<file path="config.mk">
export PLATFORM = sky130hd
export DESIGN_NAME = latrnq_bist_flat
export DESIGN_NICKNAME = d
export VERILOG_FILES = /design/src/rtl/latrnq_bist_if.sv /design/src/rtl/latrnq_bist.sv /design/src/flat_wrapper.sv
export SDC_FILE = /design/constraint.sdc
export NUM_CORES = 1
export LEC_CHECK = 0
export ABC_CLOCK_PERIOD_IN_PS = 2200
export BUFFER_PORTS_ARGS = -buffer_cell sky130_fd_sc_hd__buf_4
export CORE_ASPECT_RATIO = 0.75
export CORE_MARGIN = 2
export CORE_UTILIZATION = 40
export DETAILED_ROUTE_END_ITERATION = 7
export PLACE_DENSITY = 0.6
export SLEW_MARGIN = 20
export SYNTH_ARGS = -nofsm -noshare
export SYNTH_HDL_FRONTEND = slang
export SYNTH_SLANG_ARGS = --single-unit
export TNS_END_PERCENT = 5
</file>
<file path="constraint.sdc">
create_clock -name clk -period 2.2 [get_ports clk]
set_input_delay 0.11 -clock clk [delete_from_list [all_inputs] [get_ports clk]]
set_output_delay 0.11 -clock clk [all_outputs]
set_load 0.03 [all_outputs]
</file>
<file path="src/rtl/latrnq_bist_if.sv">
// Handshake and latch-drive bundle for the latrnq_bist self-test driver.
// FIRST_FAIL_IDX exists only when LATRNQ_BIST_FAIL_LOG_EN is defined.
interface latrnq_bist_if #(
    parameter int unsigned CNT_W = 8
);
    logic             start;
    logic             lat_q;
    logic             lat_d;
    logic             lat_e;
    logic             lat_rn;
    logic             busy;
    logic             done;
    logic             pass;
    logic [CNT_W-1:0] fail_cnt;
`ifdef LATRNQ_BIST_FAIL_LOG_EN
    logic [15:0]      first_fail_idx;

    modport master (
        output start, lat_q,
        input  lat_d, lat_e, lat_rn, busy, done, pass, fail_cnt, first_fail_idx
    );
    modport slave (
        input  start, lat_q,
        output lat_d, lat_e, lat_rn, busy, done, pass, fail_cnt, first_fail_idx
    );
`else
    modport master (
        output start, lat_q,
        input  lat_d, lat_e, lat_rn, busy, done, pass, fail_cnt
    );
    modport slave (
        input  start, lat_q,
        output lat_d, lat_e, lat_rn, busy, done, pass, fail_cnt
    );
`endif
endinterface

</file>
<file path="src/rtl/latrnq_bist.sv">
// BIST driver for active-low-reset D latches: LFSR-driven D/E/RN phases, golden Q model,
// saturating mismatch count. LATRNQ_BIST_FAIL_LOG_EN adds the first-fail index capture.
module latrnq_bist #(
    parameter int unsigned N_PAT  = 16,
    parameter int unsigned SETTLE = 2,
    parameter logic [7:0]  SEED   = 8'hA5,
    parameter int unsigned CNT_W  = 8
) (
    input logic          clk,
    input logic          rn,
    latrnq_bist_if.slave bus
);
    localparam logic [7:0]  SEED_EFF    = (SEED == 8'h00) ? 8'h01 : SEED;
    localparam int unsigned PH_W        = (SETTLE > 1) ? $clog2(SETTLE) : 1;
    localparam logic [PH_W-1:0] PH_LAST = PH_W'(SETTLE - 1);
    localparam logic [15:0] LAST_IDX    = 16'(N_PAT - 1);

    typedef enum logic [2:0] {
        StIdle, StInit, StApply, StOpen, StClose, StDisturb, StFin
    } state_e;

    state_e           state_q;
    logic [PH_W-1:0]  ph_q;
    logic [7:0]       lfsr_q;
    logic [15:0]      idx_q;
    logic             exp_q;
    logic             lat_d_q;
    logic             lat_e_q;
    logic             lat_rn_q;
    logic             busy_q;
    logic             done_q;
    logic             pass_q;
    logic [CNT_W-1:0] fail_cnt_q;

    logic             pat_d, pat_e, pat_r, pat_x;
    logic             exp_new;
    logic             mismatch;
    logic             ph_last;
    logic [7:0]       lfsr_nxt;
    logic [CNT_W-1:0] fail_cnt_upd;

    always_comb begin
        pat_d        = lfsr_q[0];
        pat_e        = lfsr_q[1];
        pat_r        = lfsr_q[2];
        pat_x        = lfsr_q[3];
        // Reset dominates enable in the golden model
        exp_new      = pat_r ? 1'b0 : (pat_e ? pat_d : exp_q);
        mismatch     = (bus.lat_q != exp_new);
        ph_last      = (ph_q == PH_LAST);
        lfsr_nxt     = {lfsr_q[6:0], lfsr_q[7] ^ lfsr_q[5] ^ lfsr_q[4] ^ lfsr_q[3]};
        fail_cnt_upd = fail_cnt_q;
        if (mismatch && (fail_cnt_q != '1)) begin
            fail_cnt_upd = fail_cnt_q + CNT_W'(1);
        end
    end

    always_ff @(posedge clk or negedge rn) begin
        if (!rn) begin
            state_q    <= StIdle;
            ph_q       <= '0;
            lfsr_q     <= SEED_EFF;
            idx_q      <= '0;
            exp_q      <= 1'b0;
            lat_d_q    <= 1'b0;
            lat_e_q    <= 1'b0;
            lat_rn_q   <= 1'b0;
            busy_q     <= 1'b0;
            done_q     <= 1'b0;
            pass_q     <= 1'b0;
            fail_cnt_q <= '0;
        end else begin
            done_q <= 1'b0;
            unique case (state_q)
                StIdle: begin
                    lat_rn_q <= 1'b1;
                    lat_e_q  <= 1'b0;
                    if (bus.start) begin
                        state_q    <= StInit;
                        ph_q       <= '0;
                        fail_cnt_q <= '0;
                        lfsr_q     <= SEED_EFF;
                        idx_q      <= '0;
                        exp_q      <= 1'b0;
                        busy_q     <= 1'b1;
                        pass_q     <= 1'b0;
                        lat_rn_q   <= 1'b0;
                    end
                end
                StInit: begin
                    ph_q <= ph_last ? '0 : ph_q + PH_W'(1);
                    if (ph_last) begin
                        state_q  <= StApply;
                        lat_d_q  <= pat_d;
                        lat_rn_q <= ~pat_r;
                    end
                end
                StApply: begin
                    ph_q <= ph_last ? '0 : ph_q + PH_W'(1);
                    if (ph_last) begin
                        state_q <= StOpen;
                        lat_e_q <= pat_e;
                    end
                end
                StOpen: begin
                    ph_q <= ph_last ? '0 : ph_q + PH_W'(1);
                    if (ph_last) begin
                        state_q  <= StClose;
                        lat_e_q  <= 1'b0;
                        lat_rn_q <= 1'b1;
                    end
                end
                StClose: begin
                    ph_q <= ph_last ? '0 : ph_q + PH_W'(1);
                    if (ph_last) begin
                        state_q <= StDisturb;
                        lat_d_q <= pat_d ^ pat_x;
                    end
                end
                StDisturb: begin
                    ph_q <= ph_last ? '0 : ph_q + PH_W'(1);
                    if (ph_last) begin
                        fail_cnt_q <= fail_cnt_upd;
                        exp_q      <= exp_new;
                        lfsr_q     <= lfsr_nxt;
                        idx_q      <= idx_q + 16'd1;
                        if (idx_q == LAST_IDX) begin
                            state_q  <= StFin;
                            done_q   <= 1'b1;
                            busy_q   <= 1'b0;
                            pass_q   <= (fail_cnt_upd == '0);
                            lat_e_q  <= 1'b0;
                            lat_rn_q <= 1'b1;
                        end else begin
                            // Next pattern is driven straight from the advanced LFSR
                            state_q  <= StApply;
                            lat_d_q  <= lfsr_nxt[0];
                            lat_rn_q <= ~lfsr_nxt[2];
                            lat_e_q  <= 1'b0;
                        end
                    end
                end
                StFin: begin
                    state_q <= StIdle;
                end
                default: begin
                    state_q <= StIdle;
                end
            endcase
        end
    end

`ifdef LATRNQ_BIST_FAIL_LOG_EN
    logic [15:0] first_fail_idx_q;

    // An all-zero count at the compare means no earlier mismatch in this run
    always_ff @(posedge clk or negedge rn) begin
        if (!rn) begin
            first_fail_idx_q <= '0;
        end else if ((state_q == StIdle) && bus.start) begin
            first_fail_idx_q <= '0;
        end else if ((state_q == StDisturb) && ph_last && mismatch && (fail_cnt_q == '0)) begin
            first_fail_idx_q <= idx_q;
        end
    end

    assign bus.first_fail_idx = first_fail_idx_q;
`endif

    assign bus.lat_d    = lat_d_q;
    assign bus.lat_e    = lat_e_q;
    assign bus.lat_rn   = lat_rn_q;
    assign bus.busy     = busy_q;
    assign bus.done     = done_q;
    assign bus.pass     = pass_q;
    assign bus.fail_cnt = fail_cnt_q;

endmodule

</file>
<file path="src/flat_wrapper.sv">
// flat-port wrapper written by rule: the top's interface ports become plain ports
module latrnq_bist_flat 
#(
    parameter int unsigned N_PAT  = 16,
    parameter int unsigned SETTLE = 2,
    parameter logic [7:0]  SEED   = 8'hA5,
    parameter int unsigned CNT_W  = 8
)
  (clk, rn, bus_start, bus_lat_q, bus_lat_d, bus_lat_e, bus_lat_rn, bus_busy, bus_done, bus_pass, bus_fail_cnt);
  latrnq_bist_if #(.CNT_W(CNT_W)) bus_i ();
  input logic clk;
  input logic rn;
  input wire logic [$bits(bus_i.start)-1:0] bus_start;
  input wire logic [$bits(bus_i.lat_q)-1:0] bus_lat_q;
  output wire logic [$bits(bus_i.lat_d)-1:0] bus_lat_d;
  output wire logic [$bits(bus_i.lat_e)-1:0] bus_lat_e;
  output wire logic [$bits(bus_i.lat_rn)-1:0] bus_lat_rn;
  output wire logic [$bits(bus_i.busy)-1:0] bus_busy;
  output wire logic [$bits(bus_i.done)-1:0] bus_done;
  output wire logic [$bits(bus_i.pass)-1:0] bus_pass;
  output wire logic [$bits(bus_i.fail_cnt)-1:0] bus_fail_cnt;
  assign bus_i.start = bus_start;
  assign bus_i.lat_q = bus_lat_q;
  assign bus_lat_d = bus_i.lat_d;
  assign bus_lat_e = bus_i.lat_e;
  assign bus_lat_rn = bus_i.lat_rn;
  assign bus_busy = bus_i.busy;
  assign bus_done = bus_i.done;
  assign bus_pass = bus_i.pass;
  assign bus_fail_cnt = bus_i.fail_cnt;
  latrnq_bist #(.N_PAT(N_PAT), .SETTLE(SETTLE), .SEED(SEED), .CNT_W(CNT_W)) u_core (.clk(clk), .rn(rn), .bus(bus_i));
endmodule
</file>
# [Word-level counts from Yosys, hierarchy flattened]
# Index checks and enable logic that the tools add are counted.
# Widths: inputs -> output; s select.
[word_totals] regBits=43 latch_bits=0 ramBits=0 mem_bits_ro=0 in_bits=4 elab_cells=104 mem_count=0
[classes] addsub=3 mul=0 div_mod_pow=0 order_cmp=0 eq_ne=17 shifts=0 n_mux=49 bitwise_logic=6 n_reduce_logical=17
[ops] op="$mux 8" n=5
[ops] op="$mux 16" n=2
[ops] op="$pmux 16 s2" n=1
[ops] op="$pmux 8 s2" n=2
[ops] op="$mux 1" n=24
[ops] op="$mux 3" n=7
[ops] op="$pmux 3 s6" n=1
[ops] op="$add 16x1->16 const B" n=1
[ops] op="$eq 16x4->1 const B" n=1
[ops] op="$ne 2x1->1 const B" n=7
[ops] op="$add 8x1->8 const B" n=1
[ops] op="$logic_not 8->1" n=1
[ops] op="$ne 8x8->1 const B" n=1
[ops] op="$pmux 1 s2" n=4
[ops] op="$reduce_and 4->1" n=2
[ops] op="$eq 3x2->1 const B" n=2
[ops] op="$eq 3x3->1 const B" n=2
[ops] op="$pmux 1 s3" n=2
[ops] op="$reduce_and 3->1" n=2
[ops] op="$reduce_and 6->1" n=1
[ops] op="$reduce_bool 3->1" n=2
[ops] op="$reduce_and 5->1" n=1
[ops] op="$reduce_or 5->1" n=1
[ops] op="$ne 2x2->1 const B" n=2
[ops] op="12 further kinds" n=17

# [Longest topological paths before layout]
[depth] depth_word=9 mapped_depth=7 mapped_depth_nobuf=6

# [Worst setup path after synthesis]
# OpenSTA, ideal clock, no wires.
[synth_timing] path_type="register -> register" startpoint="reg u_core.fail_cnt_q[0], in the netlist u_core.bus.fail_cnt[0]" endpoint="reg u_core.pass_q, in the netlist u_core.bus.pass" setup_time_ns=0.095 arrival_ns=2.014 required_ns=2.105 path_slack_ns=0.090 stages_incl_launch_ff=7 path_buffers=0 period_less_slack_ns=2.110 path_cell_list="dfrtp_1 > ha_1 > and3_1 > and4_1 > or3_1 > a211o_1 > o31ai_1"
[synth_via] elab_chain_cells=7
[synth_rtl] item="start: declaration" line_no="latrnq_bist.sv:33" rtl="logic [CNT_W-1:0] fail_cnt_q;"
[synth_rtl] item="start signal: assignment" line_no="latrnq_bist.sv:123" rtl="fail_cnt_q <= fail_cnt_upd;"
[synth_rtl] item="parallel branches: the longest is 2 deep, another holds $add 8x1->8"
[synth_rtl] item="$mux 8 (*)" line_no="latrnq_bist.sv:53" rtl="if (mismatch && (fail_cnt_q != '1)) begin"
[synth_rtl] item="$logic_not 8->1 (*)" line_no="latrnq_bist.sv:131" rtl="pass_q <= (fail_cnt_upd == '0);"
[synth_rtl] item="$mux 1 (*)" line_no="latrnq_bist.sv:127" rtl="if (idx_q == LAST_IDX) begin"
[synth_rtl] item="$mux 1 (*)" line_no="latrnq_bist.sv:122" rtl="if (ph_last) begin"
[synth_rtl] item="$pmux 1 s2 (*)" line_no="latrnq_bist.sv:74" rtl="unique case (state_q)"
[synth_rtl] item="end signal: assignment" line_no="latrnq_bist.sv:131"
[synth_rtl] item="end: declaration" line_no="latrnq_bist.sv:32" rtl="logic pass_q;"
# Every way passes the cells marked *. The select of a mux whose other input is x is not followed.
# A chain may end at the register's enable or synchronous reset.

# [Worst setup path in the final report]
[layout_timing] startpoint="reg u_core.fail_cnt_q[1], in the netlist u_core.bus.fail_cnt[1]" endpoint="reg u_core.pass_q, in the netlist u_core.bus.pass"
# Same word-level chain as after synthesis.

==> impl_metrics.ini <==
[run_status]
status = completed

[setup_path]
setup.worst_path.end_class = flop
ff2ff_path_depth = 6
endpoint = u_core.bus.pass$_DFFE_PN0P_
arrival_ns = 2.24
worstSetupStartpointType = flop
required_ns = 2.41
r2r_slack_ns = 0.17
crit_type = reg -> reg
path_max_fanout = 7
startpoint = u_core.bus.fail_cnt[1]$_DFFE_PN0P_
reg2reg_from = u_core.bus.fail_cnt[1]$_DFFE_PN0P_
r2r_end = u_core.bus.pass$_DFFE_PN0P_

[routing]
post_drt_wl_per_cell_um = 15.50
final_antenna_net_count = 0
dr.first_iter.drc_count = 89
via_per_inst = 5.652
drc_errors = 0
routed_wl_mm = 5.828
via_count = 2125
first_pass_iters = 4

[grt]
grt_usage_pct = 18.00
grt_pass1_vias = 1954
grt_pass1_wl_mm = 9.791
grt_max_degree = 44
grt_remaining_overflow = 0
antenna_found_initial = 0

[synth]
synth_nets = 278
syn_avg_cell_area_sq_um = 9.186
synthDistinctLibCells = 53
synth_ff_type = dfrtp_1
synth_area_sq_um = 2499
synth_compound_area_share_pct = 19.28
synth-xor-area-share_pct = 6.309
synth_edf_count = 0
synth_mux_area_share_pct = 2.103
yosys.area_share.simple_pct = 24.39
ys_seq_elements = 43
ys.warnings.count = 0
yosysSeqAreaShare_pct = 43.26
synth_adder_area_share_pct = 1.002
synthArstFlopShare_pct = 100.0
synth_top_family_by_area = simple AND/OR/NAND/NOR gates
syn_inst = 272

[worst_hold_path]
hp-class = in -> reg
worstHoldPathCells = 4

[floorplanning]
die_h_um = 72.45
num_rows = 24
dieArea_sq_um = 6901
coreArea_sq_um = 5916
die_w_um = 95.26
ios = 18
start_util_pct = 42.24

[sta]
max_slew.worst_pin.slew_ns = 0.5578
skew_ns = 0.003608
period_minus_slack_ns = 2.026
max_slew_margin_pct = 62.70
fmax_mhz = 493.6
tns_ns = 0
rsz0062_at_grt = false
report.final.slew_viol_count = 0
hold_viol = 0
period_share_pct = 92.08
setup_viol = 0

[layout]
area_delta_synth_final_pct = 17.08
fillers = 556
final_net_count = 303
drive_gt1_share_pct = 18.12
seq_area_sq_um = 1081
multi_input_area_sq_um = 1326
layoutNonFillerInstCount = 376
n_antenna_cell = 0

[clock_tree]
cts_resized = 0
tritoncts = yes
cts_hold_buf = 1
clock_sinks = 43
cts_buffer_depth = 2
numCtsBuffers = 5
post_cts_buffers = 0
path_clk_slew_ns = 0.08
clk_latency_ns = 0.30
root_buffer = clkbuf_8
htreeDepth = 2

[placed_design]
io_buffers = 17
dp_hpwl_mm = 4.071
dpl.cell_count = 367
globalplace.congestion = 0.8959

[flow_run]
max_cap_violations = 0

[pwr]
p_int_mw = 1.872
p_clk_share_pct = 24.7
peakVddDrop_v = 0.0003540
power.density_nw_per_um2 = 1023
p_leak_nw = 1.316
seqPwrFrac_pct = 36.3
combinationalPowerShare_pct = 39.0
p_sw_mw = 1.121
power_switching_share_pct = 37.45
## power groups by stage
stage	combinational (mW)	clock, mW	sequential, mW
2_1_floorplan	0.762	0	1.12
3_3_place_gp	1.14	0	1.10
3_5_place_dp	1.17	0	1.10
4_1_cts	1.17	0.751	1.09
5_1_grt	1.28	0.789	1.11
6_report	1.17	0.738	1.09
## cells by family (layout without fill, tap and decap cells)
family | after synthesis | after routing
AOI/OAI and AO/OA | 70 | 70
adders and majority gates | 2 | 2
DFF | 43 | 43
muxes | 5 | 5
buffers and inverters | 24 | 50
and+or+nand+nor | 110 | 110
xor gates and xnor gates | 18 | 18
## synth_stat cells (5+ instances only)
cell	instances	area share, %
nand4_1	10	2.5
clkbuf_1	13	2.0
inv_1	9	1.4
dfrtp_1	39	39
o21ai_0	20	4.0
nand3_1	10	2.0
a31oi_1	6	1.5
a21oi_1	13	2.6
and3_1	6	1.5
a22o_1	5	1.8
and4_1	7	2.5
nor2_1	25	3.8
nand2_1	22	3.3
xnor2_1	5	1.8
xor2_1	13	4.6
nor2b_1	7	1.8
## stage by stage
stage | total power, mW | utilization, % | setup WS, ns | hold WS, ns | cell area, sq um
floorplan | 1.885 | - | 0.09010 | -0.1856 | 2499
global placement | 2.239 | 46.98 | 0.2324 | 0.1409 | 2779
detailed placement | 2.264 | 46.98 | 0.2176 | 0.1372 | 2779
CTS | 3.008 | 49.45 | 0.1876 | 0.2310 | 2925
global route | 3.183 | 49.45 | 0.04088 | 0.2668 | 2925
finish | 2.993 | 49.45 | 0.1743 | 0.2439 | 2925
## registers in the layout (all words and copies together), names as in the netlist
register / count
u_core.bus.busy: 1
u_core.bus.done: 1
u_core.bus.fail_cnt: 8
u_core.bus.lat_d: 1
u_core.bus.lat_e: 1
u_core.bus.lat_rn: 1
u_core.bus.pass: 1
u_core.exp_q: 1
u_core.idx_q: 16
u_core.lfsr_q: 8
u_core.ph_last: 1
u_core.state_q: 3
## critical path, stage by stage, from the launching register on
cell     delay (ns)
dfrtp_1        0.44
ha_1           0.28
and3_1         0.23
and4_1         0.20
or3_1          0.31
a211o_1        0.30
o31ai_1        0.18
## layout by cell type, fill, tap and decap left out, types with 6 or more instances in the layout
cell,count
a21oi_1,13
dfrtp_1,39
nor2_1,25
and3_1,6
nor2b_1,7
xor2_1,13
buf_4,32
nand4_1,10
inv_1,9
o21ai_0,20
nand2_1,22
nand3_1,10
a31oi_1,6
and4_1,7
## cell type report
cell class	instances	area share, %
Clock inverter	3	2.310
Sequential cell	43	36.95
Clock buffer	5	2.352
Tap cell	78	3.336
Inverter	9	1.155
Timing Repair Buffer	33	8.554
Multi-Input combinational cell	205	45.34
## how the worst min path moves through the flow
stage / from / end / slack, ns
floorplan: rn / u_core.bus.busy$_DFFE_PN0P_ / -0.19
global placement: rn / u_core.idx_q[10]$_DFFE_PN0P_ / 0.14
detailed placement: rn / u_core.idx_q[10]$_DFFE_PN0P_ / 0.14
CTS: bus_start / u_core.ph_last$_DFFE_PN0P_ / 0.23
global route: bus_start / u_core.ph_last$_DFFE_PN0P_ / 0.27
finish: bus_start / u_core.ph_last$_DFFE_PN0P_ / 0.24
## metal layers
metal	up-vias	part of all wire [%]	GRT usage (%)
met2	41	41	24.49
met3	5	4.8	3.219
met1	1031	53	28.84
met4	0	0.89	4.831
li1	1048	-	-
met5	-	0	0
No activity file was read; power rests on OpenSTA's default activity.
